[src/rtl/trig_clk_sched_if.sv]
// Control/status bundle for trig_clk_sched: run request, timing setup and generated clock/status.
// TRIG_CLK_SCHED_DUTY_EN adds the separate low_period setting.
interface trig_clk_sched_if #(
    parameter int CNT_W   = 20,
    parameter int BURST_W = 8
);
    logic               start;
    logic               stop;
    logic [CNT_W-1:0]   half_period;
`ifdef TRIG_CLK_SCHED_DUTY_EN
    logic [CNT_W-1:0]   low_period;
`endif
    logic [BURST_W-1:0] burst_len;
    logic               trig_clk;
    logic               rise_stb;
    logic               fall_stb;
    logic               busy;
    logic               done;
    logic [BURST_W-1:0] pulses_done;

    modport master (
`ifdef TRIG_CLK_SCHED_DUTY_EN
        output low_period,
`endif
        output start, stop, half_period, burst_len,
        input  trig_clk, rise_stb, fall_stb, busy, done, pulses_done
    );

    modport slave (
`ifdef TRIG_CLK_SCHED_DUTY_EN
        input  low_period,
`endif
        input  start, stop, half_period, burst_len,
        output trig_clk, rise_stb, fall_stb, busy, done, pulses_done
    );
endinterface

[src/rtl/trig_clk_sched.sv]
// Programmable burst/continuous clock source for trigger cells, with edge strobes and status.
// Optional TRIG_CLK_SCHED_DUTY_EN: independent LOW-level length from low_period.
module trig_clk_sched #(
    parameter int CNT_W   = 20,
    parameter int BURST_W = 8
) (
    input  logic             Clock,
    input  logic             Reset_n,
    trig_clk_sched_if.slave  bus
);
    localparam logic [1:0] IDLE = 2'd0;
    localparam logic [1:0] HIGH = 2'd1;
    localparam logic [1:0] LOW  = 2'd2;
    localparam logic [1:0] DONE = 2'd3;

    localparam logic [CNT_W-1:0]   CNT_ONE   = CNT_W'(1);
    localparam logic [BURST_W-1:0] BURST_ONE = BURST_W'(1);

    logic [1:0]         state, state_nxt;
    logic [CNT_W-1:0]   cnt, cnt_nxt;
    logic [CNT_W-1:0]   hp, lp, hp_in, lp_in;
    logic [BURST_W-1:0] bl, pcnt, pcnt_nxt;
    logic               stop_pend, stop_nxt;
    logic               accept;
    logic               trig_q, rise_q, fall_q, busy_q, done_q;

    // A zero level length would stall the counter; clamp to one cycle.
    function automatic logic [CNT_W-1:0] floor_one(input logic [CNT_W-1:0] v);
        return (v == '0) ? CNT_ONE : v;
    endfunction

    assign hp_in = floor_one(bus.half_period);
`ifdef TRIG_CLK_SCHED_DUTY_EN
    assign lp_in = floor_one(bus.low_period);
`else
    assign lp_in = hp_in;
`endif

    always_comb begin
        state_nxt = state;
        cnt_nxt   = cnt;
        pcnt_nxt  = pcnt;
        stop_nxt  = stop_pend;
        accept    = 1'b0;
        case (state)
            IDLE: begin
                if (bus.start && !bus.stop) begin
                    accept    = 1'b1;
                    state_nxt = HIGH;
                    cnt_nxt   = hp_in - CNT_ONE;
                    pcnt_nxt  = '0;
                end
            end
            HIGH: begin
                stop_nxt = stop_pend | bus.stop;
                if (cnt == '0) begin
                    state_nxt = LOW;
                    cnt_nxt   = lp - CNT_ONE;
                end else begin
                    cnt_nxt = cnt - CNT_ONE;
                end
            end
            LOW: begin
                stop_nxt = stop_pend | bus.stop;
                if (cnt == '0) begin
                    // Period boundary: a stop seen this very cycle still ends the run here.
                    pcnt_nxt = pcnt + BURST_ONE;
                    if (((bl != '0) && (pcnt_nxt == bl)) || stop_nxt) begin
                        state_nxt = DONE;
                    end else begin
                        state_nxt = HIGH;
                        cnt_nxt   = hp - CNT_ONE;
                    end
                end else begin
                    cnt_nxt = cnt - CNT_ONE;
                end
            end
            DONE: begin
                state_nxt = IDLE;
                stop_nxt  = 1'b0;
            end
            default: state_nxt = IDLE;
        endcase
    end

    // Outputs are registered from the next state so they align with the state they describe.
    always_ff @(posedge Clock or negedge Reset_n) begin
        if (!Reset_n) begin
            state     <= IDLE;
            cnt       <= '0;
            hp        <= '0;
            lp        <= '0;
            bl        <= '0;
            pcnt      <= '0;
            stop_pend <= 1'b0;
            trig_q    <= 1'b0;
            rise_q    <= 1'b0;
            fall_q    <= 1'b0;
            busy_q    <= 1'b0;
            done_q    <= 1'b0;
        end else begin
            state     <= state_nxt;
            cnt       <= cnt_nxt;
            pcnt      <= pcnt_nxt;
            stop_pend <= stop_nxt;
            if (accept) begin
                hp <= hp_in;
                lp <= lp_in;
                bl <= bus.burst_len;
            end
            trig_q <= (state_nxt == HIGH);
            rise_q <= (state_nxt == HIGH) && (state != HIGH);
            fall_q <= (state_nxt == LOW) && (state == HIGH);
            busy_q <= (state_nxt == HIGH) || (state_nxt == LOW);
            done_q <= (state_nxt == DONE);
        end
    end

    assign bus.trig_clk    = trig_q;
    assign bus.rise_stb    = rise_q;
    assign bus.fall_stb    = fall_q;
    assign bus.busy        = busy_q;
    assign bus.done        = done_q;
    assign bus.pulses_done = pcnt;
endmodule

[src/flat_wrapper.sv]
// flat-port wrapper written by rule: the top's interface ports become plain ports
module trig_clk_sched_flat 
#(
    parameter int CNT_W   = 20,
    parameter int BURST_W = 8
)
  (Clock, Reset_n, bus_start, bus_stop, bus_half_period, bus_burst_len, bus_trig_clk, bus_rise_stb, bus_fall_stb, bus_busy, bus_done, bus_pulses_done);
  trig_clk_sched_if #(.CNT_W(CNT_W), .BURST_W(BURST_W)) bus_i ();
  input  logic Clock;
  input  logic Reset_n;
  input wire logic [$bits(bus_i.start)-1:0] bus_start;
  input wire logic [$bits(bus_i.stop)-1:0] bus_stop;
  input wire logic [$bits(bus_i.half_period)-1:0] bus_half_period;
  input wire logic [$bits(bus_i.burst_len)-1:0] bus_burst_len;
  output wire logic [$bits(bus_i.trig_clk)-1:0] bus_trig_clk;
  output wire logic [$bits(bus_i.rise_stb)-1:0] bus_rise_stb;
  output wire logic [$bits(bus_i.fall_stb)-1:0] bus_fall_stb;
  output wire logic [$bits(bus_i.busy)-1:0] bus_busy;
  output wire logic [$bits(bus_i.done)-1:0] bus_done;
  output wire logic [$bits(bus_i.pulses_done)-1:0] bus_pulses_done;
  assign bus_i.start = bus_start;
  assign bus_i.stop = bus_stop;
  assign bus_i.half_period = bus_half_period;
  assign bus_i.burst_len = bus_burst_len;
  assign bus_trig_clk = bus_i.trig_clk;
  assign bus_rise_stb = bus_i.rise_stb;
  assign bus_fall_stb = bus_i.fall_stb;
  assign bus_busy = bus_i.busy;
  assign bus_done = bus_i.done;
  assign bus_pulses_done = bus_i.pulses_done;
  trig_clk_sched #(.CNT_W(CNT_W), .BURST_W(BURST_W)) u_core (.Clock(Clock), .Reset_n(Reset_n), .bus(bus_i));
endmodule
[config.mk]
export PLATFORM = sky130hd
export DESIGN_NAME = trig_clk_sched_flat
export DESIGN_NICKNAME = d
export VERILOG_FILES = /design/src/rtl/trig_clk_sched_if.sv /design/src/rtl/trig_clk_sched.sv /design/src/flat_wrapper.sv
export SDC_FILE = /design/constraint.sdc
export NUM_CORES = 1
export LEC_CHECK = 0
export BUFFER_PORTS_ARGS = -buffer_cell sky130_fd_sc_hd__clkbuf_2
export CAP_MARGIN = 0
export CORE_UTILIZATION = 64
export DETAILED_ROUTE_END_ITERATION = 12
export HOLD_SLACK_MARGIN = 0.02
export PLACE_DENSITY = 0.95
export SLEW_MARGIN = 10
export SYNTH_ARGS = -nofsm -noshare
export SYNTH_HDL_FRONTEND = slang
export SYNTH_SLANG_ARGS = --single-unit
export TNS_END_PERCENT = 30
[constraint.sdc]
create_clock -name Clock -period 5.05 [get_ports Clock]
set_input_delay 0.505 -clock Clock [delete_from_list [all_inputs] [get_ports Clock]]
set_output_delay 0.505 -clock Clock [all_outputs]
set_load 0.02 [all_outputs]
[After elaboration in Yosys (flattened, before gate mapping)]
Index checks and enable logic that the tools add are counted.
Storage, ports and cells
  output and inout bits: 13
  register bits: 64
Cells by class
  bitwise gates (word level): 1
  equal/unequal tests: 11
  multiplexer cells: 17
  reduce and logical (&&, ||, !) cells: 17
  $add $sub $neg: 4
Operator list (count)
  $mux 20: 5
  $pmux 20 s3: 1
  $sub 20x1->20 const B: 3
  $logic_not 20->1: 2
  $mux 8: 2
  $pmux 8 s2: 1
  $add 8x1->8 const B: 1
  $eq 2x2->1 const B: 4
  $eq 8x8->1: 1
  $mux 2: 4
  $pmux 2 s4: 1
  $reduce_bool 8->1: 1
  $ne 2x1->1 const B: 3
  $reduce_and 3->1: 2
  $eq 2x1->1 const B: 2
  $logic_and 1x1->1: 4
  $reduce_bool 2->1: 2
  $ne 3x3->1 const B: 1
  $reduce_bool 3->1: 1
  $logic_not 2->1: 1
  $logic_or 1x1->1: 2
  $mux 1: 2
  $pmux 1 s2: 1
  $reduce_or 2->1: 1
  other kinds (2): 2

[Logic depth before layout (Yosys ltp)]
  word-level depth: 9
  gate-level depth with buffers: 15
  gate-level depth less buffers: 12

[Worst setup path after synthesis]
Ideal clock, no wire load.
  path kind: flip-flop to flip-flop
  from: register u_core.state[1]
  to: register u_core.cnt[10]
  data required time: 4.967 ns
  stages on the path, launching flop included: 14
  arrival: 2.739 ns
  path slack: 2.229 ns
  buffers on the path: 1
  cells stage by stage: dfrtp_1 -> inv_1 -> ha_1 -> buf_2 -> clkinv_1 -> a311o_1 -> nand2_1 -> ha_1 -> o211ai_1 -> a41o_1 -> nor3_1 -> mux2i_1 -> a31oi_1 -> o21ai_0
Between the ends
  word-level cells in the longest chain between the ends: 3
RTL lines
  start: declaration: line trig_clk_sched.sv:19  | logic [1:0] state, state_nxt;
  start signal: assignment: line trig_clk_sched.sv:102  | state <= state_nxt;
  $eq 2x2->1 (tied with other cells): line trig_clk_sched.sv:45  | case (state)
  $ne 3x3->1 (no source line) (tied with other cells)
  $reduce_and 3->1 (no source line)
  end signal: assignment: line trig_clk_sched.sv:103  | cnt <= cnt_nxt;
  end: declaration: line trig_clk_sched.sv:20  | logic [CNT_W-1:0] cnt, cnt_nxt;
Several ways; a longest one is shown, not always the timed one.
A chain may end at the register's enable or synchronous reset.

[Worst setup path after layout]
  from: register u_core.state[0]
  to: register u_core.cnt[16]
The elaborated chain is that of the path after synthesis.

==> results.txt <==
Sink Count: 64
Starting Density: 67.5%
layout cells sized above 1: 16.0%
Area contributors post-synth: dfrtp_1 40%, nand2_1 11%, o21ai_0 4.5%
routability cong.: 0.952
worst hold margin: 0.309 ns
CP peak stage delay: 0.67 ns
RSZ-0062 raised after global routing: no
Clock Pin Slew Worst Setup and Hold Paths: 0.07 ns
largest net degree at the start of global routing: 65
syn nets: 515
pin slew with the least headroom to its limit: 1.17 ns
Yosys cell types: 62
fmax: 263 MHz
grt met1 use: 43.6%
antenna violation net count after detailed routing: 0
worst-path maximum fanout: 16
CTS Root Buffer Type: clkbuf_8
die area: 6640 um^2
vias: 3861
EDFF count, synth: 0
fin worst setup slack: 1.25 ns
global route overflow: 0
Register-to-Register Path Depth: 12
H-tree depth: 3
crit end category: flip-flop
total CTS buffers: 9
# DRC: 0
Die Y: 81.5 um
Max rail drop VDD: 0.199 mV
vias in the first global route: 3499
Critical R2R Capture: u_core.cnt[16]
Reg area: 1600 um^2
Mapped Cells: 475
final setup TNS: 0 ns
initial DRC count: 450
Yosys top cell area share: 39.6%
footprint of the multi-input gates: 2260 um^2
met2 Usage GRT: 54.3%
Final Cycle Share: 75.3%
Yosys warning count: 0
global route hottest layer: met2
Final setup viols: 0
PortBufs: 44
final WL: 10400 um
Antenna diodes: 0
row count: 28
post-CTS resize count: 0
antenna violations before repair: 0
CTS tree: yes
Setup Buffers After CTS: 0
Nets: 549
Seq cells post-synth: 64
vias per inst: 6.57
Primary FF master, synth: dfrtp_1
P_leak: 2.02 nW
pwr/cell area: 225 nW/um^2
Slowest cell on crit path: ha_1
IO Count: 45
worst setup path end: u_core.cnt[16]
met3 usage: 6.78%
area grow syn2layout: 10.0%
Avg Cell Area, Syn: 8.51 um^2
Top cell by count, worst path: ha_1
DR pass1 iterations: 6
Setup CP Type: flip-flop to flip-flop
gr usage total: 33.7%
max_cap viols: 0
Pins Over Slew Limit: 0
post-synthesis sequential area ratio: 39.6%
crit path launch type: flip-flop
Final Critical Period: 3.80 ns
DP HPWL: 7150 um
clk_lat worst skew: 0.36 ns
crit path DAT: 4.08 ns
core area: 5990 um^2
Rel. slew slack: 21.8%
Worst Hold Class: input port to asynchronous set/reset pin
R2R setup slack: 1.25 ns
RR Startpoint: u_core.state[0]
clock buffer depth: 2
critical-path cell list: inv_1 -> ha_1 -> clkinv_1 -> a311o_1 -> nand2_1 -> ha_1 -> o211ai_1 -> a41o_1 -> nor2_1 -> nand4_1 -> xor2_1 -> o21ai_0
post-synth top area cell: dfrtp_1
hold buffer count at CTS: 0
status: finished, final reports clean
Worst Clk Skew: 0.0103 ns
CP startpoint: u_core.state[0]
synthesized area: 4040 um^2
worst path required time: 5.33 ns
die width: 81.5 um
Avg WL per Cell: 17.6 um
FILL cells: 419
setup slack at placement: 1.37 ns
first-pass GRT wire length: 16700 um
post-synthesis async set-or-reset flop share: 100%
final hold viol count: 0
[power by group]
part	internal (mW)	total (mW)	switching, mW
registers	0.515	0.519	0.00382
logic	0.0164	0.0439	0.0276
clock network	0.236	0.439	0.203
[cells in the mapped netlist, drive strengths merged, types with 3 or more instances]
library cell and instances:
inv 11, o31ai 4, mux2 3, nor2 23, a22o 5, o41ai 4, clkbuf 12, a21o 3
a21oi 13, mux2i 13, a311o 3, nand2 119, and2 5, buf 14, dfrtp 64, xnor2 13
xor2 9, nor4 14, or3 4, o31a 3, a31oi 6, nand2b 5, nand4 5, and3 5
nor3 11, o211ai 3, o21ai 40, ha 8, nand3 14, nand4b 3, nor2b 5
[worst min path at each step]
stage,start,to,cells past startpoint
final,Reset_n,u_core.bus.busy,2
after global routing,bus_burst_len[1],u_core.bl[1],3
after CTS,bus_burst_len[2],u_core.bl[2],3
after detailed placement,u_core.hp[1],u_core.hp[1],2
after global placement,u_core.hp[19],u_core.hp[19],2
after floorplan,Reset_n,u_core.bl[0],0
[layer usage]
layer / routed length, um / vias up
met5: 0 / -
met4: 294 / 0
met3: 938 / 41
met2: 4970 / 263
met1: 4170 / 1807
li1: - / 1750
[area by class of cell]
cell class / instances / area share, %
clock buffer: 11 / 3.18
clock inverter: 4 / 1.01
inverter: 12 / 1.01
multi-input combinational: 373 / 50.9
sequential: 64 / 36.0
tap: 75 / 2.11
timing repair buffer: 49 / 5.79
[through the flow]
stage | instances | total power [mW] | cell area [um^2] | utilization (%)
after floorplan | 475 | 0.540 | 4040 | -
after global placement | 573 | 0.571 | 4260 | 71.1
after detailed placement | 573 | 0.572 | 4260 | 71.1
after CTS | 588 | 0.996 | 4450 | 74.2
after global routing | 588 | 1.03 | 4450 | 74.2
final | 588 | 1.00 | 4450 | 74.2
[flip-flops by register name, summed over array words and instances (netlist names)]
| signal | flops |
|---|---|
| u_core.bus.trig_clk | 1 |
| u_core.bus.done | 1 |
| u_core.cnt | 20 |
| u_core.bus.rise_stb | 1 |
| u_core.bus.pulses_done | 8 |
| u_core.bus.fall_stb | 1 |
| u_core.bus.busy | 1 |
| u_core.state | 2 |
| u_core.hp | 20 |
| u_core.stop_pend | 1 |
| u_core.bl | 8 |
[cells in the final DEF, fill, tap and decap left out, types with 4 or more instances in the layout]
master,n
and2_1,5
nor2b_1,5
dfrtp_1,64
ha_1,8
xor2_1,9
nor3_1,11
clkbuf_2,44
nand2_1,119
or3_1,4
inv_1,10
nand4_1,4
mux2i_1,13
nor4_1,9
a31oi_1,6
nand3_1,14
and3_1,5
a21oi_1,13
nand2b_1,5
clkbuf_8,10
xnor2_1,13
nor2_1,23
nor4_2,5
o21ai_0,36
a22o_1,5
o21ai_1,4
buf_4,5
[worst max-delay path, delay by kind of cell, from the launching register on]
kind | cells | cell delay, ns
buf+inv | 2 | 0.57
simple gates | 3 | 0.62
fa+ha+maj | 2 | 0.87
flops | 1 | 0.45
compound gates | 4 | 1.03
xor+xnor | 1 | 0.18
[kinds of logic after synthesis]
family          synth area share [%]
flops                           39.6
simple gates                    26.6
fa+ha+maj                       2.48
xor+xnor                        4.77
mux                             4.05
buf+inv                         4.39
compound gates                  18.1
(Power assumes the default switching activity.)
